### src/rtl/mdu_iter.sv
// -----------------------------------------------------------------------------
// mdu_iter -- iterative RV32M multiply/divide unit for the EX stage.
//
// A multiply uses a radix-2 shift-add over the operand magnitudes, one bit per
// cycle for 32 cycles. A divide uses restoring division, one quotient bit per
// cycle. Result signs are applied when the result is formatted.
//
// Special divides (B=0, and signed overflow 0x80000000 / -1) are resolved when
// the request is accepted. They go straight to FIN.
//
// Optional build macro: MDU_FAST_MUL_EN. When it is defined, MUL* ops form the
// 64-bit product combinationally in a single MUL cycle (IDLE->MUL->FIN).
// Divides are unchanged in both builds.
//
// Ports:
//   clk    in  1      rising-edge clock
//   rstn   in  1      asynchronous active-low reset
//   start  in  1      request pulse, sampled only in IDLE
//   op     in  3      RV32M funct3 (MUL, MULH, MULHSU, MULHU, DIV, DIVU, REM, REMU)
//   A      in  WIDTH  rs1 operand
//   B      in  WIDTH  rs2 operand
//   flush  in  1      abort the current operation
//   busy   out 1      high while an accepted operation is in MUL/DIV/FIN
//   done   out 1      one-cycle pulse; C is valid that cycle
//   C      out WIDTH  result; held after done until the next completion
// -----------------------------------------------------------------------------
module mdu_iter #(
  parameter int WIDTH = 32
) (
  input  logic             clk,
  input  logic             rstn,
  input  logic             start,
  input  logic [2:0]       op,
  input  logic [WIDTH-1:0] A,
  input  logic [WIDTH-1:0] B,
  input  logic             flush,
  output logic             busy,
  output logic             done,
  output logic [WIDTH-1:0] C
);

  localparam int CW = $clog2(WIDTH);
  localparam logic [CW-1:0]    CNT_LAST = CW'(WIDTH - 1);
  localparam logic [WIDTH-1:0] MIN_NEG  = {1'b1, {(WIDTH-1){1'b0}}};
  localparam logic [WIDTH-1:0] ALL_ONES = {WIDTH{1'b1}};

  typedef enum logic [1:0] {
    IDLE = 2'd0,
    MUL  = 2'd1,
    DIV  = 2'd2,
    FIN  = 2'd3
  } state_t;

  state_t             state_reg, state_next;
  logic [2:0]         op_reg, op_next;
  logic [WIDTH-1:0]   ma_reg, ma_next;      // magnitude of A
  logic [WIDTH-1:0]   mb_reg, mb_next;      // magnitude of B
  logic               neg_reg, neg_next;    // product / quotient sign
  logic               sa_reg, sa_next;      // remainder sign (follows A)
  logic [CW-1:0]      cnt_reg, cnt_next;
  // Multiply: {partial product high, remaining multiplier bits}.
  // Divide:   {partial remainder, dividend bits shifting out / quotient in}.
  logic [2*WIDTH-1:0] p_reg, p_next;
  logic [WIDTH-1:0]   res_reg, res_next;    // result presented during FIN
  logic [WIDTH-1:0]   c_reg;                // last committed result

  // Sign-correct the raw magnitude result and pick the word the op asks for.
  function automatic logic [WIDTH-1:0] format_result(
    input logic [2*WIDTH-1:0] p,
    input logic [2:0]         o,
    input logic               neg,
    input logic               sa
  );
    logic [2*WIDTH-1:0] full;
    logic [WIDTH-1:0]   q, r;
    full = neg ? (~p + 1'b1) : p;
    q    = p[WIDTH-1:0];
    r    = p[2*WIDTH-1:WIDTH];
    if (!o[2]) begin
      format_result = (o[1:0] == 2'b00) ? full[WIDTH-1:0] : full[2*WIDTH-1:WIDTH];
    end else if (!o[1]) begin
      format_result = neg ? (~q + 1'b1) : q;
    end else begin
      format_result = sa ? (~r + 1'b1) : r;
    end
  endfunction

  logic               a_signed, b_signed, a_neg, b_neg;
  logic [WIDTH-1:0]   a_mag, b_mag;
  logic [WIDTH:0]     add_sum;
  logic [WIDTH:0]     div_shift;
  logic [WIDTH:0]     div_diff;

  always_comb begin
    state_next = state_reg;
    op_next    = op_reg;
    ma_next    = ma_reg;
    mb_next    = mb_reg;
    neg_next   = neg_reg;
    sa_next    = sa_reg;
    cnt_next   = cnt_reg;
    p_next     = p_reg;
    res_next   = res_reg;
    add_sum    = '0;
    div_shift  = '0;
    div_diff   = '0;

    // MULH, MULHSU, DIV and REM treat A as signed; MULH, DIV and REM treat B as signed.
    a_signed = (op == 3'b001) || (op == 3'b010) || (op == 3'b100) || (op == 3'b110);
    b_signed = (op == 3'b001) || (op == 3'b100) || (op == 3'b110);
    a_neg    = a_signed && A[WIDTH-1];
    b_neg    = b_signed && B[WIDTH-1];
    a_mag    = a_neg ? (~A + 1'b1) : A;
    b_mag    = b_neg ? (~B + 1'b1) : B;

    case (state_reg)
      IDLE: begin
        if (start && !flush) begin
          op_next  = op;
          ma_next  = a_mag;
          mb_next  = b_mag;
          neg_next = a_neg ^ b_neg;
          sa_next  = a_neg;
          cnt_next = '0;
          if (op[2] && (B == '0)) begin
            res_next   = op[1] ? A : ALL_ONES;
            state_next = FIN;
          end else if (op[2] && !op[0] && (A == MIN_NEG) && (B == ALL_ONES)) begin
            res_next   = op[1] ? '0 : MIN_NEG;
            state_next = FIN;
          end else if (op[2]) begin
            p_next     = {{WIDTH{1'b0}}, a_mag};
            state_next = DIV;
          end else begin
            p_next     = {{WIDTH{1'b0}}, b_mag};
            state_next = MUL;
          end
        end
      end

      MUL: begin
        if (flush) begin
          state_next = IDLE;
        end else begin
`ifdef MDU_FAST_MUL_EN
          p_next     = {{WIDTH{1'b0}}, ma_reg} * {{WIDTH{1'b0}}, mb_reg};
          res_next   = format_result(p_next, op_reg, neg_reg, sa_reg);
          state_next = FIN;
`else
          // Add the multiplicand into the high half when the current multiplier
          // bit is set, then shift right. The carry re-enters at the top.
          add_sum = {1'b0, p_reg[2*WIDTH-1:WIDTH]} + (p_reg[0] ? {1'b0, ma_reg} : '0);
          p_next  = {add_sum, p_reg[WIDTH-1:1]};
          cnt_next = cnt_reg + 1'b1;
          if (cnt_reg == CNT_LAST) begin
            res_next   = format_result(p_next, op_reg, neg_reg, sa_reg);
            state_next = FIN;
          end
`endif
        end
      end

      DIV: begin
        if (flush) begin
          state_next = IDLE;
        end else begin
          // Shift the next dividend bit into the remainder. Subtract only if the
          // result stays non-negative.
          div_shift = {p_reg[2*WIDTH-1:WIDTH], p_reg[WIDTH-1]};
          div_diff  = div_shift - {1'b0, mb_reg};
          if (div_shift >= {1'b0, mb_reg}) begin
            p_next = {div_diff[WIDTH-1:0], p_reg[WIDTH-2:0], 1'b1};
          end else begin
            p_next = {div_shift[WIDTH-1:0], p_reg[WIDTH-2:0], 1'b0};
          end
          cnt_next = cnt_reg + 1'b1;
          if (cnt_reg == CNT_LAST) begin
            res_next   = format_result(p_next, op_reg, neg_reg, sa_reg);
            state_next = FIN;
          end
        end
      end

      FIN: begin
        // A start during FIN is ignored; IDLE is always next.
        state_next = IDLE;
      end

      default: state_next = IDLE;
    endcase
  end

  always_ff @(posedge clk or negedge rstn) begin
    if (!rstn) begin
      state_reg <= IDLE;
      op_reg    <= '0;
      ma_reg    <= '0;
      mb_reg    <= '0;
      neg_reg   <= 1'b0;
      sa_reg    <= 1'b0;
      cnt_reg   <= '0;
      p_reg     <= '0;
      res_reg   <= '0;
      c_reg     <= '0;
    end else begin
      state_reg <= state_next;
      op_reg    <= op_next;
      ma_reg    <= ma_next;
      mb_reg    <= mb_next;
      neg_reg   <= neg_next;
      sa_reg    <= sa_next;
      cnt_reg   <= cnt_next;
      p_reg     <= p_next;
      res_reg   <= res_next;
      // Commit only on an unflushed FIN, so that a flush leaves C untouched.
      if (state_reg == FIN && !flush) begin
        c_reg <= res_reg;
      end
    end
  end

  assign busy = (state_reg != IDLE);
  assign done = (state_reg == FIN) && !flush;
  // During the done cycle the fresh result is shown. Otherwise C shows the last committed one.
  assign C    = done ? res_reg : c_reg;

endmodule

### config.mk
export PLATFORM = sky130hd
export DESIGN_NAME = mdu_iter
export DESIGN_NICKNAME = d
export VERILOG_FILES = /design/src/rtl/mdu_iter.sv
export SDC_FILE = /design/constraint.sdc
export NUM_CORES = 1
export LEC_CHECK = 0
export BUFFER_PORTS_ARGS = -buffer_cell sky130_fd_sc_hd__buf_2
export CAP_MARGIN = 20
export CELL_PAD_IN_SITES_DETAIL_PLACEMENT = 0
export CELL_PAD_IN_SITES_GLOBAL_PLACEMENT = 1
export CORE_ASPECT_RATIO = 1.5
export CORE_UTILIZATION = 29
export DETAILED_ROUTE_END_ITERATION = 8
export PLACE_DENSITY_LB_ADDON = 0.1
export SLEW_MARGIN = 20
export SYNTH_ARGS = -nofsm -noshare
export SYNTH_HDL_FRONTEND = slang
export SYNTH_SLANG_ARGS = --single-unit
### constraint.sdc
create_clock -name clk -period 14.2 [get_ports clk]
set_clock_uncertainty 0.1 [all_clocks]
set_input_delay 2.84 -clock clk [delete_from_list [all_inputs] [get_ports clk]]
set_output_delay 2.84 -clock clk [all_outputs]
set_load 0.01 [all_outputs]
==> flow_metrics.tcl, run 1 <==
set metrics [dict create \
    dieHeight_um 340 \
    synth_top_area_share_pct 23.2 \
    std_cell_rows 123 \
    finalHoldViolCount 0 \
    ir_worst_vdd_v 0.000173 \
    ys_seq_area_share_pct 23.2 \
    crit_chain "buf_2 > or4_1 > or3_1 > nor3_1 > nand3_1 > nor4_1 > nor2_1 > o21ai_4 > buf_4 > inv_1 > nand2_1 > o21ai_0" \
    cts.path.max_buffers 3 \
    startpoint_type "primary input" \
    synth_nets 3105 \
    dieArea_um2 77200 \
    post-route-util_pct 32.5 \
    finalSetupTns_ns 0 \
    clkSinkCount 204 \
    finalSetupViolCount 0 \
    start_util_pct 29.4 \
    overflow 0 \
    clockPowerShare_pct 10.0 \
    grt_pass1_wl_mm 182 \
    synth.distinct_cells 100 \
    wl_mm 129 \
    ant_nets 0 \
    cts_tree "yes" \
    firstDrtPassIters 5 \
    cts_root_buffer "clkbuf_16" \
    synth.avg_cell_area_um2 7.46 \
    largest_reg_flops 64 \
    netlist_area_um2 22000 \
    power_leakage_nw 10.1 \
    wire_per_inst_um 32.7 \
    grt_max_degree 78 \
    cp.arrival_ns 7.83 \
    gp_congestion 0.981 \
    rsz0062_at_grt "no" \
    p_switching_mw 4.13 \
    fp.coreArea_um2 75100 \
    fmax_ghz 0.133 \
    hp-class "reg -> reg" \
    worst_pin_slew_ns 1.17 \
    clk_pin_slew_ns 0.07 \
    yosys.area.top_type "dfrtp_1" \
    clk_latency_ns 0.61 \
    drv_slew 0 \
    drc 0 \
    synthArstFlopShare_pct 100 \
    nets 3090 \
    outcome "complete, no violations" \
    vias 24600 \
    pwr-share-seq_pct 16.4 \
    ctsHtreeMaxLevel 1 \
    synth_most_common_cell "nand2_1" \
    synth_warnings 0 \
    synth_ff_type "dfrtp_1" \
    dp.final_hpwl_mm 101 \
    syn_inst 2954 \
    critPathBufInv 3 \
    vias_per_cell 6.22 \
    synthTopCellsByArea "dfrtp_1 (23%), o21ai_0 (7.5%), nand2_1 (6.3%), xnor2_1 (5.2%), ha_1 (4.4%)" \
    place_area_um2 23600 \
    stdcell_count 3955 \
    crit_fanout 60 \
    pwr-share-comb_pct 73.6 \
    post_cts_buffers 0 \
    ctsResizeCount 0 \
    crit_path_end_kind "register" \
    synth-edff-count 0 \
    antenna_cells 0 \
    dieWidth_um 227 \
    fill_cells 8258 \
    required_ns 14.53 \
    layout-drive-gt1-share_pct 10.9 \
    slowest_stage "nor4_1" \
    maxCapViolCount 0 \
    powerDensity_nw_per_um2 280 \
    final_cell_area_um2 24400 \
    fin_crit_ns 7.50 \
    yosys-top-cells-count "nand2_1 (372), o21ai_0 (332), dfrtp_1 (204), nor2_1 (200), clkbuf_1 (184)" \
    dp_cells 3912 \
    cp_top_family "simple AND/OR/NAND/NOR gates" \
    io_buffers 104 \
    area_growth_pct 10.7 \
    first_global_vias 23600 \
    pin_count 105 \
    drtIter0Drc 2473 \
    swShare_pct 60.3 \
    grt_usage_pct 33.2 \
    intPower_mw 2.71 \
    numCtsBuffers 24 \
    worstSetupPathType "in -> reg" \
    slowest_delay_ns 1.00 \
    antenna_found_initial 2 \
    layout_worst_path_cycle_share_pct 52.8 \
    synth-seq-cells 204 \
    cts_hold_buf 0 \
    slew_headroom_pct 21.6 \
]
[kinds of logic (layout without fill, tap and decap cells)]
| group | count (synthesis) | after routing | share of synthesized area (%) |
|---|---|---|---|
| compound gates | 1011 | 1011 | 30.3 |
| xor+xnor | 228 | 228 | 9.06 |
| fa+ha+maj | 80 | 80 | 4.61 |
| buf+inv | 304 | 305 | 5.35 |
| flops | 204 | 204 | 23.2 |
| mux | 99 | 99 | 4.73 |
| simple gates | 1028 | 1028 | 22.8 |
[per-stage QoR]
step / total power, mW / setup WS [ns] / hold WS (ns)
global placement: 5.99 / 6.50 / 0.351
floorplan: 4.05 / 7.31 / 0.333
global route: 7.17 / 6.55 / 0.392
CTS: 6.71 / 6.84 / 0.377
detailed placement: 5.99 / 6.38 / 0.363
finish: 6.84 / 6.70 / 0.375
[area by class of cell]
class | count | area (um^2) | share of cell area (%)
Clock buffer | 29 | 659 | 2.70
Multi-Input combinational cell | 2446 | 15800 | 64.8
Tap cell | 1000 | 1250 | 5.13
Timing Repair Buffer | 174 | 1060 | 4.34
Inverter | 89 | 334 | 1.37
Clock inverter | 13 | 171 | 0.702
Sequential cell | 204 | 5110 | 20.9
[cells in the final DEF (no fill, tap or decap), types with 75 or more instances in the layout]
cell type | synthesis | final
ha_1 | 78 | 75
dfrtp_1 | 204 | 202
buf_2 | 17 | 103
nor3_1 | 79 | 79
o21ai_0 | 332 | 331
xnor2_1 | 132 | 132
nand2_1 | 372 | 371
xor2_1 | 96 | 95
a21oi_1 | 164 | 163
inv_1 | 85 | 85
nor2_1 | 200 | 198
[per-layer routing]
metal / track usage, % / up-vias / part of all wire, % / routed length (um)
li1: - / 10900 / - / -
met1: 39.2 / 12200 / 38 / 49400
met2: 54.6 / 1171 / 47 / 61000
met3: 3.83 / 318 / 5.6 / 7230
met4: 25.1 / 2 / 9.1 / 11800
met5: 0 / - / 0.010 / 13
[path summary, 6_finish.rpt]
kind	start	endpoint	slack, ns	cells past startpoint
setup / recovery	B[6]	p_reg[52]	6.70	12
hold / removal	ma_reg[21]	ma_reg[21]	0.37	2
setup reg to reg	mb_reg[30]	res_reg[30]	7.15	21
hold reg to reg	ma_reg[21]	ma_reg[21]	0.37	2
max in group asynchronous	rstn	neg_reg	9.78	3
min in group asynchronous	rstn	res_reg[29]	2.12	1
[tightest hold or removal path, cell delays in order (launching register included)]
cell and delay (ns):
dfrtp_1 0.34, nand2_1 0.05, o21ai_0 0.06
[power by group through the flow]
stage / Clock (mW) / Combinational, mW / Sequential, mW
2_1_floorplan: 0 / 3.14 / 0.910
3_3_place_gp: 0 / 4.88 / 1.12
3_5_place_dp: 0 / 4.86 / 1.13
4_1_cts: 0.704 / 4.89 / 1.12
5_1_grt: 0.718 / 5.31 / 1.14
6_report: 0.686 / 5.03 / 1.12
(Power assumes the default switching activity.)
==> inputs of run 2 (changes only) <==
==> constraint.sdc (replaced) <==
create_clock -name clk -period 6.35 [get_ports clk]
set_clock_uncertainty 0.1 [all_clocks]
set_input_delay 1.27 -clock clk [delete_from_list [all_inputs] [get_ports clk]]
set_output_delay 1.27 -clock clk [all_outputs]
set_load 0.01 [all_outputs]
==> run 2 against run 1 <==
Sequential power grew 120%. First-iteration DRC count up 8.2%. Largest cell class unchanged. Die area is the same. Setup slack got worse by 6.3 ns. Largest power group unchanged. Sequential share of layout area is 0.63 points lower.
==> flow_metrics.tcl, run 2 (synthesis gave the netlist of run 1 again) <==
set metrics [dict create \
    clkSinkCount 204 \
    layout-drive-gt1-share_pct 13.5 \
    layout_common_cells "nand2_1 (371), o21ai_0 (331), dfrtp_1 (202)" \
    intPower_mw 6.50 \
    grt_pass1_wl_mm 183 \
    powerDensity_nw_per_um2 629 \
    wire_per_inst_um 32.0 \
    clockPowerShare_pct 10.2 \
    dieArea_um2 77200 \
    slowest_delay_ns 0.49 \
    first_global_vias 24000 \
    p_switching_mw 9.33 \
    fin_crit_ns 5.90 \
    wl_mm 130 \
    fp.coreArea_um2 75100 \
    grt_usage_pct 33.1 \
    ctsHtreeMaxLevel 1 \
    ir_worst_vdd_v 0.000439 \
    fmax_ghz 0.169 \
    r2r_cells 21 \
    clk_pin_slew_ns 0.09 \
    std_cell_rows 123 \
    cp.arrival_ns 6.25 \
    rsz0062_at_grt "no" \
    cts_hold_buf 0 \
    numCtsBuffers 24 \
    startpoint_type "register" \
    crit_fanout 6 \
    cts.path.max_buffers 3 \
    io_buffers 104 \
    pwr-share-seq_pct 15.7 \
    dp_cells 3996 \
    gp_congestion 1.00 \
    pin_count 105 \
    cts_root_buffer "clkbuf_16" \
    worstSetupPathType "reg -> reg" \
    layout_worst_path_cycle_share_pct 93.0 \
    overflow 0 \
    regToRegSetupSlack_ns 0.45 \
    finalSetupTns_ns 0 \
    ant_nets 0 \
    finalSetupViolCount 0 \
    outcome "complete, no violations" \
    area_growth_pct 14.1 \
    dp.final_hpwl_mm 104 \
    hp-start "ma_reg[13]" \
    drc 0 \
    crit_path_end_kind "register" \
    dieWidth_um 227 \
    slew_headroom_pct 29.7 \
    drtIter0Drc 2677 \
    required_ns 6.70 \
    grt_max_degree 89 \
    largest_reg_flops 64 \
    clk_latency_ns 0.59 \
    cts_tree "yes" \
    swShare_pct 59.0 \
    crit_chain "ha_1 > a21o_1 > a211oi_2 > o2111a_1 > a22o_1 > nand2_2 > inv_2 > mux2i_1 > ha_1 > nand3_1 > nor3_1 > nand3b_1 > nor4_2 > buf_4 > a41oi_1 > or2_2 > or4_1 > and4bb_2 > mux2i_1 > o41ai_1 > a32oi_1" \
    dieHeight_um 340 \
    worst_pin_slew_ns 1.05 \
    firstDrtPassIters 6 \
    rr_startpoint "p_reg[61]" \
    fill_cells 8296 \
    stdcell_count 4045 \
    hold_path_depth 2 \
    worstSetupStartpoint "p_reg[61]" \
    antenna_found_initial 3 \
    place_area_um2 24200 \
    final_common_cell "nand2_1" \
    nets 3176 \
    maxCapViolCount 0 \
    power_mw 15.8 \
    vias 24800 \
    finalHoldViolCount 0 \
    start_util_pct 29.4 \
    slowest_stage "a211oi_2" \
    drv_slew 0 \
    pwr-share-comb_pct 74.1 \
    vias_per_cell 6.12 \
    final_cell_area_um2 25200 \
    hp-class "reg -> reg" \
    power_leakage_nw 10.6 \
]
-- run 2: changes by cell type in the layout (fill, tap and decap cells not counted), sizes merged --
| cell | delta |
|---|---|
| buf | +86 |
| clkinv | -4 |
| clkbuf | +3 |
| bufinv | +2 |
| diode | +2 |
| clkinvlp | +1 |
-- run 2: stage by stage --
step	utilization [%]	setup slack (ns)	hold WS, ns
after floorplan	-	0.383	0.333
after global placement	32.2	0.0906	0.349
after detailed placement	32.3	0.146	0.366
after CTS	33.4	0.0889	0.380
after global routing	33.5	0.0888	0.396
final	33.5	0.445	0.374
-- run 2: power groups by stage --
stage                     combinational [mW]  sequential [mW]  clock, mW
after detailed placement                11.4             2.49          0
after global routing                    12.4             2.52       1.68
after CTS                               11.4             2.47       1.65
after floorplan                         7.02             2.04          0
after global placement                  11.5             2.48          0
final                                   11.7             2.49       1.61
-- run 2: cell type report --
type                       instances  area (um^2)  area share (%)
clock inverter                    12          205           0.816
multi-input combinational       2446        15800            63.0
antenna                            2         5.00          0.0199
tap                             1000         1250            4.97
timing repair buffer             260         1740            6.91
inverter                          89          334            1.33
sequential                       204         5110            20.3
clock buffer                      32          671            2.67
-- run 2: worst max-delay path, delay by kind of cell, from the launching register on --
family | cells | cell delay [ns]
DFF | 1 | 0.46
adders and majority gates | 2 | 0.56
muxes | 2 | 0.33
and+or+nand+nor | 8 | 2.21
buffers and inverters | 2 | 0.28
AOI/OAI and AO/OA | 7 | 1.81
-- run 2: timing repair --
action | 4_1_cts | 5_1_grt
resized for setup | 0 | 6
setup buffers | 0 | 3
endpoints found under the setup margin | 0 | 4
-- run 2: final timing paths --
kind                               endpoint
worst max-delay path            res_reg[30]
worst min-delay path             ma_reg[13]
worst max register to register  res_reg[30]
worst min register to register   ma_reg[13]
max in group asynchronous        mb_reg[13]
min in group asynchronous       res_reg[29]
-- run 2: layer usage --
metal	global-route usage, %	routed length [um]
met1	39.3	50100
met2	56.2	62300
met3	3.13	6850
met4	22.3	10400
met5	0	13
